--- src/rtl/dma_desc_sched_pkg.sv ---
// Shared types for the DMA descriptor scheduler: descriptor/error payloads,
// scheduler state encoding and the default queue depth.
package dma_desc_sched_pkg;

  localparam int DMA_SCHED_DEPTH = 4;

  typedef enum logic [2:0] {
    IDLE  = 3'd0,
    ISSUE = 3'd1,
    RUN   = 3'd2,
    DONE  = 3'd3,
    ERR   = 3'd4
  } dma_sched_st_t;

  typedef enum logic [1:0] {
    DMA_NO_ERR        = 2'd0,
    DMA_UNALIGNED_ERR = 2'd1,
    DMA_BUS_ERR       = 2'd2,
    DMA_LEN_ERR       = 2'd3
  } dma_err_src_t;

  typedef struct packed {
    logic [31:0] src_addr;
    logic [31:0] dst_addr;
    logic [31:0] num_bytes;
  } s_dma_desc_t;

  typedef struct packed {
    logic         valid;
    dma_err_src_t src;
    logic [31:0]  addr;
  } s_dma_error_t;

  function automatic logic [31:0] sat_add32(input logic [31:0] a, input logic [31:0] b);
    logic [32:0] sum;
    sum = {1'b0, a} + {1'b0, b};
    return sum[32] ? 32'hFFFF_FFFF : sum[31:0];
  endfunction

endpackage

--- src/rtl/dma_desc_fifo.sv ---
// Descriptor FIFO with wrap-bit pointers; flush empties it and drops a same-cycle push.
module dma_desc_fifo
  import dma_desc_sched_pkg::*;
#(
  parameter int DEPTH = DMA_SCHED_DEPTH
) (
  input  logic        clk,
  input  logic        rst,
  input  logic        push,
  input  logic        pop,
  input  logic        flush,
  input  s_dma_desc_t din,
  output s_dma_desc_t dout,
  output logic        full,
  output logic        empty
);

  localparam int AW = $clog2(DEPTH);

  logic [AW:0]  wr_ptr;
  logic [AW:0]  rd_ptr;
  s_dma_desc_t  mem [DEPTH];
  logic         do_push;
  logic         do_pop;

  assign empty   = (wr_ptr == rd_ptr);
  assign full    = (wr_ptr[AW] != rd_ptr[AW]) && (wr_ptr[AW-1:0] == rd_ptr[AW-1:0]);
  assign do_pop  = pop & ~empty;
  // A pop frees the slot, so a push while full is accepted alongside it.
  assign do_push = push & (~full | do_pop);
  assign dout    = mem[rd_ptr[AW-1:0]];

  always_ff @(posedge clk or negedge rst) begin
    if (!rst) begin
      wr_ptr <= {(AW+1){1'b0}};
      rd_ptr <= {(AW+1){1'b0}};
    end else if (flush) begin
      wr_ptr <= {(AW+1){1'b0}};
      rd_ptr <= {(AW+1){1'b0}};
    end else begin
      if (do_push) wr_ptr <= wr_ptr + {{AW{1'b0}}, 1'b1};
      if (do_pop)  rd_ptr <= rd_ptr + {{AW{1'b0}}, 1'b1};
    end
  end

  always_ff @(posedge clk) begin
    if (do_push && !flush) mem[wr_ptr[AW-1:0]] <= din;
  end

endmodule

--- src/rtl/dma_desc_sched.sv ---
// Descriptor queue and sequencer driving one read and one write streamer.
// Optional DMA_SCHED_BYTE_CNT_EN adds byte_cnt_o (bytes of completed descriptors).
module dma_desc_sched
  import dma_desc_sched_pkg::*;
#(
  parameter int DESC_DEPTH = DMA_SCHED_DEPTH,
  parameter int CNT_W      = 16
) (
  input  logic              clk,
  input  logic              rst,
  input  logic              desc_push_i,
  input  s_dma_desc_t       desc_i,
  output logic              desc_full_o,
  input  logic              dma_go_i,
  input  logic              dma_abort_i,
  input  logic              dma_clear_i,
  output s_dma_desc_t       dma_desc_o,
  output logic              rd_valid_o,
  output logic              wr_valid_o,
  input  logic              rd_done_i,
  input  logic              wr_done_i,
  input  s_dma_error_t      rd_err_i,
  input  s_dma_error_t      wr_err_i,
  output logic              stream_flush_o,
  output logic              dma_busy_o,
  output logic              dma_done_o,
  output s_dma_error_t      dma_error_o,
  output logic              err_is_wr_o,
  output logic [CNT_W-1:0]  desc_cnt_o
`ifdef DMA_SCHED_BYTE_CNT_EN
  ,
  output logic [31:0]       byte_cnt_o
`endif
);

  dma_sched_st_t state;
  logic          abort_r;
  logic          rd_seen;
  logic          wr_seen;
  logic          rd_seen_n;
  logic          wr_seen_n;
  logic          both_done;
  logic          err_hit;
  logic          abort_pend;
  logic          fifo_pop;
  logic          fifo_flush;
  logic          fifo_empty;
  logic          complete;
  logic          cnt_clr;
  s_dma_desc_t   fifo_head;
`ifdef DMA_SCHED_BYTE_CNT_EN
  logic [31:0]   complete_bytes;
`endif

  function automatic logic [CNT_W-1:0] cnt_inc(input logic [CNT_W-1:0] c);
    return (c == {CNT_W{1'b1}}) ? c : c + {{(CNT_W-1){1'b0}}, 1'b1};
  endfunction

  dma_desc_fifo #(.DEPTH(DESC_DEPTH)) u_fifo (
    .clk   (clk),
    .rst   (rst),
    .push  (desc_push_i),
    .pop   (fifo_pop),
    .flush (fifo_flush),
    .din   (desc_i),
    .dout  (fifo_head),
    .full  (desc_full_o),
    .empty (fifo_empty)
  );

  // Done tracking, descriptor completion and FIFO pop/flush requests.
  always_comb begin
    abort_pend = abort_r | dma_abort_i;
    rd_seen_n  = rd_seen | rd_done_i;
    wr_seen_n  = wr_seen | wr_done_i;
    both_done  = rd_seen_n & wr_seen_n;
    err_hit    = rd_err_i.valid | wr_err_i.valid;
    fifo_pop   = 1'b0;
    fifo_flush = 1'b0;
    complete   = 1'b0;
    cnt_clr    = 1'b0;
    case (state)
      IDLE: fifo_flush = dma_abort_i;
      ISSUE: begin
        if (abort_pend) begin
          fifo_flush = 1'b1;
        end else begin
          fifo_pop = ~fifo_empty;
          complete = ~fifo_empty & (fifo_head.num_bytes == 32'd0);
        end
      end
      RUN: begin
        if (err_hit) begin
          fifo_flush = 1'b1;
        end else begin
          fifo_flush = both_done & abort_pend;
          complete   = both_done;
        end
      end
      DONE, ERR: cnt_clr = dma_clear_i;
      default: fifo_flush = 1'b0;
    endcase
  end

`ifdef DMA_SCHED_BYTE_CNT_EN
  // Zero-length descriptors complete in ISSUE and contribute nothing.
  always_comb begin
    if (state == RUN) complete_bytes = dma_desc_o.num_bytes;
    else              complete_bytes = 32'd0;
  end

  // Saturating byte total of completed descriptors.
  always_ff @(posedge clk or negedge rst) begin
    if (!rst)          byte_cnt_o <= 32'd0;
    else if (cnt_clr)  byte_cnt_o <= 32'd0;
    else if (complete) byte_cnt_o <= sat_add32(byte_cnt_o, complete_bytes);
  end
`endif

  // Saturating completed-descriptor counter.
  always_ff @(posedge clk or negedge rst) begin
    if (!rst)          desc_cnt_o <= {CNT_W{1'b0}};
    else if (cnt_clr)  desc_cnt_o <= {CNT_W{1'b0}};
    else if (complete) desc_cnt_o <= cnt_inc(desc_cnt_o);
  end

  // Scheduler FSM with registered streamer and status outputs.
  always_ff @(posedge clk or negedge rst) begin
    if (!rst) begin
      state          <= IDLE;
      abort_r        <= 1'b0;
      rd_seen        <= 1'b0;
      wr_seen        <= 1'b0;
      dma_desc_o     <= '0;
      rd_valid_o     <= 1'b0;
      wr_valid_o     <= 1'b0;
      stream_flush_o <= 1'b0;
      dma_busy_o     <= 1'b0;
      dma_done_o     <= 1'b0;
      dma_error_o    <= '0;
      err_is_wr_o    <= 1'b0;
    end else begin
      stream_flush_o <= 1'b0;
      case (state)
        IDLE: begin
          if (dma_go_i) begin
            if (fifo_empty || dma_abort_i) begin
              state      <= DONE;
              dma_done_o <= 1'b1;
            end else begin
              state      <= ISSUE;
              dma_busy_o <= 1'b1;
            end
          end
        end
        ISSUE: begin
          if (abort_pend || fifo_empty) begin
            state      <= DONE;
            dma_busy_o <= 1'b0;
            dma_done_o <= 1'b1;
            abort_r    <= 1'b0;
          end else begin
            dma_desc_o <= fifo_head;
            // Zero-length descriptors are retired here without launching streamers.
            if (fifo_head.num_bytes != 32'd0) begin
              state      <= RUN;
              rd_valid_o <= 1'b1;
              wr_valid_o <= 1'b1;
              rd_seen    <= 1'b0;
              wr_seen    <= 1'b0;
            end
          end
        end
        RUN: begin
          if (err_hit) begin
            state          <= ERR;
            dma_busy_o     <= 1'b0;
            rd_valid_o     <= 1'b0;
            wr_valid_o     <= 1'b0;
            stream_flush_o <= 1'b1;
            abort_r        <= 1'b0;
            rd_seen        <= 1'b0;
            wr_seen        <= 1'b0;
            if (rd_err_i.valid) begin
              dma_error_o <= rd_err_i;
              err_is_wr_o <= 1'b0;
            end else begin
              dma_error_o <= wr_err_i;
              err_is_wr_o <= 1'b1;
            end
          end else if (both_done) begin
            rd_valid_o <= 1'b0;
            wr_valid_o <= 1'b0;
            rd_seen    <= 1'b0;
            wr_seen    <= 1'b0;
            if (abort_pend || fifo_empty) begin
              state      <= DONE;
              dma_busy_o <= 1'b0;
              dma_done_o <= 1'b1;
              abort_r    <= 1'b0;
            end else begin
              state <= ISSUE;
            end
          end else begin
            rd_seen <= rd_seen_n;
            wr_seen <= wr_seen_n;
            abort_r <= abort_pend;
          end
        end
        DONE, ERR: begin
          if (dma_clear_i) begin
            state       <= IDLE;
            dma_done_o  <= 1'b0;
            dma_error_o <= '0;
            err_is_wr_o <= 1'b0;
          end
        end
        default: state <= IDLE;
      endcase
    end
  end

endmodule

--- config.mk ---
export PLATFORM = sky130hd
export DESIGN_NAME = dma_desc_sched
export DESIGN_NICKNAME = d
export VERILOG_FILES = /design/src/rtl/dma_desc_sched_pkg.sv /design/src/rtl/dma_desc_fifo.sv /design/src/rtl/dma_desc_sched.sv
export SDC_FILE = /design/constraint.sdc
export NUM_CORES = 1
export LEC_CHECK = 0
export ABC_AREA = 0
export BUFFER_PORTS_ARGS = -buffer_cell sky130_fd_sc_hd__buf_2
export CAP_MARGIN = 20
export CORE_UTILIZATION = 40
export DETAILED_ROUTE_END_ITERATION = 16
export PLACE_DENSITY = 0.57
export SYNTH_ARGS = -nofsm -noshare
export SYNTH_HDL_FRONTEND = slang
export SYNTH_SLANG_ARGS = --single-unit
--- constraint.sdc ---
create_clock -name clk -period 19.56 [get_ports clk]
set_clock_uncertainty 0.2 [all_clocks]
set_input_delay 3.912 -clock clk [delete_from_list [all_inputs] [get_ports clk]]
set_output_delay 3.912 -clock clk [all_outputs]
set_load 0.1 [all_outputs]
Yosys cells after proc, flatten, opt, wreduce, memory -nomap -nowiden
Memories as Yosys holds them, arrays and structs flattened.
Cells that the tools add are included.
- mux-type cells: 66
- shift operators: 0
- multiply operators: 0
- $lt $le $gt $ge: 0
- divide/modulo/power cells: 0
- reductions and logical operators: 24
- $add $sub $neg: 3
- bitwise operators: 13
- equal/unequal tests: 20
- operators by type and width (cell ; count):
    2-to-1 mux 35 bit ; 3
    case mux 35 bit (2 select lines) ; 1
    2-to-1 mux 16 bit ; 3
    2-to-1 mux 1 bit ; 37
    zero test 32 bit ; 1
    nonzero test 32 bit ; 1
    2-to-1 mux 3 bit ; 10
    inequality test 2 bit (second input constant) ; 10
    adder 16 x 1 -> 16 bit (second input constant) ; 1
    == test 16 bit (second input constant) ; 1
    case mux 1 bit (2 select lines) ; 6
    case mux 3 bit (4 select lines) ; 1
    AND reduction 4 bit ; 3
    nonzero test 2 bit ; 5
    adder 3 x 1 -> 3 bit (second input constant) ; 2
    == test 3 x 2 -> 1 bit (second input constant) ; 2
    inequality test 3 bit (second input constant) ; 2
    case mux 1 bit (3 select lines) ; 2
    AND reduction 3 bit ; 2
    AND reduction 6 bit ; 1
    AND 1 bit ; 5
    bitwise OR 1 bit ; 5
    2-to-1 mux 2 bit ; 2
    case mux 1 bit (4 select lines) ; 1
    other kinds (14) ; 19
- memory bits (read-only): 0
- memories kept: 1
- word-level logic and storage cells: 145
- flip-flop bits (word level): 164
- bits of input ports: 174
- bits in latches: 0
- memory bits (writable): 384
- memory list (name ; depth ; width ; read ports ; clocked after memory_dff ; wr ports ; line ; source):
    u_fifo.mem ; 4 ; 96 ; 1 ; 0 ; 1 ; dma_desc_fifo.sv:22 ; s_dma_desc_t mem [DEPTH];

Longest topological paths before layout
- word-level depth: 10
- depth in mapped cells: 9
- mapped depth without buffers: 7

By module
Synthesis repeated with hierarchy kept, for this count alone.
- cell total of the unflattened synthesis: 1241
- area total of the unflattened synthesis: 21302.9 µm²
- by module, submodules not included (module ; cells an instance ; times used ; sequential area each (µm²) ; area each (µm²)):
    dma_desc_fifo ; 557 ; 1 ; 11681.2 ; 14411.3
    dma_desc_sched ; 684 ; 1 ; 3953.8 ; 6891.6

Least setup slack after synthesis
Ideal clock, no wire load.
- path type: input port to flip-flop
- start: input port dma_abort_i
- end: memory u_fifo.mem[3][0] in the netlist's numbering, enable pin
- arrival time: 11614 ps
- buffers on the path: 1
- library setup time: 668 ps
- path slack: 7079 ps
- stages: 5
- path through: a311oi_1 and3_1 buf_2 o31ai_1 nor3_1
- word-level cells in the longest chain between the ends: 9
- elaborated cells on any way between the ends: 14
- classes of those cells: mux (7); bitwise (5); reduce/logical (2)
- ends and longest elaborated chain (what ; line ; source):
    start: declaration ; dma_desc_sched.sv:15 ; input logic dma_abort_i,
    bitwise OR 1 bit ; dma_desc_sched.sv:73 ; abort_pend = abort_r | dma_abort_i;
    2-to-1 mux 1 bit ; dma_desc_sched.sv:85 ; if (abort_pend) begin
    2-to-1 mux 1 bit ; dma_desc_sched.sv:82 ; case (state)
    AND 1 bit ; dma_desc_fifo.sv:28 ; assign do_pop = pop & ~empty;
    bitwise OR 1 bit ; dma_desc_fifo.sv:30 ; assign do_push = push & (~full | do_pop);
    AND 1 bit ; dma_desc_fifo.sv:30 ;
    logical AND 1 bit (*) ; dma_desc_fifo.sv:47 ; if (do_push && !flush) mem[wr_ptr[AW-1:0]] <= din;
    2-to-1 mux 1 bit (*) ; dma_desc_fifo.sv:47 ;
    2-to-1 mux 1 bit (implied by the code) (*) ; dma_desc_fifo.sv:47 ;
    end: declaration ; dma_desc_fifo.sv:22 ;
Every way passes the cells marked *; elsewhere a longest branch is shown, timed or not.

Worst setup path after layout
- start: input port dma_abort_i
- end: memory u_fifo.mem[0][32] in the netlist's numbering, enable pin
The elaborated chain is that of the path after synthesis.

==> summary.txt <==
GRT
  • Initial antenna violation count: 21
  • Total GRT Usage: about 18%
  • First-pass GRT wire length: 71,400 µm
  • Total grt overflow: 0
  • Largest net degree at the start of global routing: 69
  • Vias in the first global route: between 10,000 and 15,000

Timing
  • Max Clk Rate: roughly 0.13 GHz
  • Final Max Slew Viols: 0
  • Crit path time final: about 7.5 ns
  • Final setup vio count: 0
  • Fin. Hold Viols: 0
  • RSZ-0062 raised after global routing: false
  • Max_slew headroom: between 20% and 30%
  • Setup_tns: 0 ns
  • Crit share post-route: 38.2%
  • Worst-Margin Slew: approximately 1.0 ns

Setup path
  • R2R Path End: u_fifo.mem[0][32]
  • R2R depth: 7
  • CP max FO: slightly above 50
  • Setup CP Type: primary input to flip-flop
  • Worst EP required: ~20 ns
  • R2R setup slack: ~15 ns
  • R2r startpoint: u_fifo.rd_ptr[0]
  • Critical path capture point type: flip-flop
  • Crit path arrival time: 7.48 ns
  • CP Launch Type: primary input

Clock network
  • Clk Tree Root Cell: clkbuf_16
  • H-tree Lvls: 2
  • Clk Latency, worst-skew pair: ~0.60 ns
  • TritonCTS Buffers: 56
  • TritonCTS clock tree: done
  • Post-CTS Setup Inserts: 0
  • Post-CTS resize count: 0
  • Clk slew on worst S/H paths: 0.06 ns
  • Hold_buf cts: 0
  • Number of clock sinks: 548
  • Clk buf depth: 3

Yosys
  • Synthesis-stage register bit count: 548
  • Synthesized area: roughly 21,000 µm²
  • Post-Synthesis Cells: roughly 1,200
  • Syn avg cell area: ~17 µm²
  • YS warnings: 0
  • Syn_nets: between 1,000 and 1,500
  • Primary FF master, synth: edfxtp_1
  • Synth unique cells: 51
  • Seq/Total Area, Yosys: around three quarters
  • FFs w/ async S/R, synth: ~30%
  • Post-synth EDFFs: 384

Route
  • Total Wirelength: roughly 48,000 µm
  • Vias/cell: slightly above 5
  • DR DRC count: 0
  • Drt first-iter violations: 638
  • ANT nets after route: 0
  • First drt pass iteration count: 5
  • Via Count: about 12,000
  • Routed WL per cell: just over 20 µm

Finish
  • Layout net count: roughly 1,800
  • FF/Latch Area: 15,600 µm²
  • Commonest non-fill, non-tap cell in the layout: edfxtp_1
  • Commonest non-fill, non-tap cells in the layout: 384 x edfxtp_1, 326 x buf_2, 265 x nand2_1
  • Footprint of the multi-input gates: roughly 5300 µm²
  • Synth-to-layout area growth: 19.6%
  • Share of cells above drive strength 1: between 30% and 40%
  • Fillers: 4,422
  • Layout Cells excl Fill: around 2,300

Outcome
  • Status: complete, no violations

Min path
  • Hold endpoint: dma_desc_o[51]
  • Hold_sp: dma_desc_o[51]
  • Hold WC Path Type: flip-flop to flip-flop
  • Worst Hold Depth: 2

Flow run
  • Max-cap violations: 0

Floorplanning
  • Die X: approximately 230 µm
  • Standard-cell rows: 83
  • Starting Density: around two fifths
  • DIE AREA: between 50,000 and 60,000 µm²
  • Core Region: roughly 52,000 µm²
  • Die Ht: around 230 µm
  • I/O pin count: roughly 330

Placement
  • Dpl hpwl: 29,800 µm
  • Final RePlAce weighted congestion: 0.830
  • Placed Cells incl. Taps: ~2,200
  • # port buffers: around 330

Power
  • P per Cell Area: around 180 nW/µm²
  • Pleak: roughly 9.9 nW
  • Peak VDD IR: about 170 µV
-- synthesized netlist by cell type (4+ instances only) --
cell type	number	share of area, %
a2111o_1	4	0.21
o21ai_0	5	0.12
nand2_1	265	4.7
mux4_2	89	9.5
mux2_2	32	1.7
xnor2_1	5	0.21
mux4_1	7	0.87
a21oi_1	23	0.54
o31ai_1	37	1.3
edfxtp_1	384	54
ha_1	6	0.35
and3_1	4	0.12
nand3_1	8	0.19
and2_1	5	0.15
inv_1	8	0.14
clkbuf_1	40	0.71
mux2i_1	46	2.2
nor4_1	9	0.27
buf_1	16	0.28
nor3_1	5	0.12
nand4_1	5	0.15
buf_2	5	0.12
nand2b_1	9	0.27
nor2_1	22	0.39
o21ai_1	6	0.14
dfrtp_1	164	19
-- layer usage --
layer  GRT usage, %  share of wire (%)  vias up
li1               -                  -     5434
met1           22.7                 42     5893
met2           28.5                 47      348
met3           5.54                7.8       93
met4           5.49                2.2       30
met5              0               0.41        -
-- kinds of logic (layout without fill, tap and decap cells) --
family / after synthesis / count (layout) / share of synthesized area [%]
flip-flops: 548 / 548 / 73.8
adder cells (fa/ha/maj): 6 / 6 / 0.354
other: 0 / 8 / 0
AND/OR/NAND/NOR: 340 / 340 / 6.61
XOR/XNOR: 7 / 7 / 0.289
buffers and inverters: 74 / 456 / 1.52
AO/OA/AOI/OAI: 99 / 99 / 3.22
multiplexers: 174 / 174 / 14.2
-- sequential cells by signal, summed over array words and instances (netlist names), 3 cells and up --
register / count
u_fifo.mem: 384
dma_desc_o: 96
dma_error_o: 35
desc_cnt_o: 16
state: 3
u_fifo.rd_ptr: 3
u_fifo.wr_ptr: 3
-- metrics by stage --
stage	setup slack, ns	hold slack, ns	utilization (%)	total power [W]	area (µm²)
after floorplan	7.08	0.294	-	0.00310	21200
after global placement	11.43	0.255	45.5	0.00345	23600
after detailed placement	11.39	0.257	45.5	0.00346	23600
after CTS	12.02	0.273	48.9	0.00450	25300
after global routing	11.80	0.293	48.9	0.00464	25300
final	12.09	0.265	48.9	0.00444	25300
-- cell type report --
class / count / area share, %
Antenna cell: 8 / 0.0790
Clock buffer: 80 / 6.16
Clock inverter: 25 / 0.805
Inverter: 8 / 0.118
Multi-Input combinational cell: 626 / 20.8
Sequential cell: 548 / 61.7
Tap cell: 680 / 3.36
Timing Repair Buffer: 343 / 6.96
-- critical path: stages --
cell and delay [ns]:
buf_2 0.12, a311oi_1 0.84, and3_4 0.64, o31ai_1 0.27
nor2_1 0.24, and2_4 0.64, buf_4 0.75
-- report_power, final --
part | switching (W) | internal, W | total (W)
clock network | 0.000433 | 0.000593 | 0.00103
registers | 0.000118 | 0.00152 | 0.00164
logic | 0.00141 | 0.000361 | 0.00177
-- worst max path at each step --
| stage | endpoint | slack (ns) | from | depth (start not counted) |
|---|---|---|---|---|
| after floorplan | u_fifo.mem[3][0] | 7.08 | dma_abort_i | 5 |
| after global placement | u_fifo.mem[1][53] | 11.43 | dma_abort_i | 7 |
| after detailed placement | u_fifo.mem[1][92] | 11.39 | dma_abort_i | 7 |
| after CTS | u_fifo.mem[1][90] | 12.02 | dma_abort_i | 7 |
| after global routing | u_fifo.mem[0][46] | 11.80 | dma_abort_i | 7 |
| final | u_fifo.mem[0][32] | 12.09 | dma_abort_i | 7 |
(Power assumes the default switching activity.)
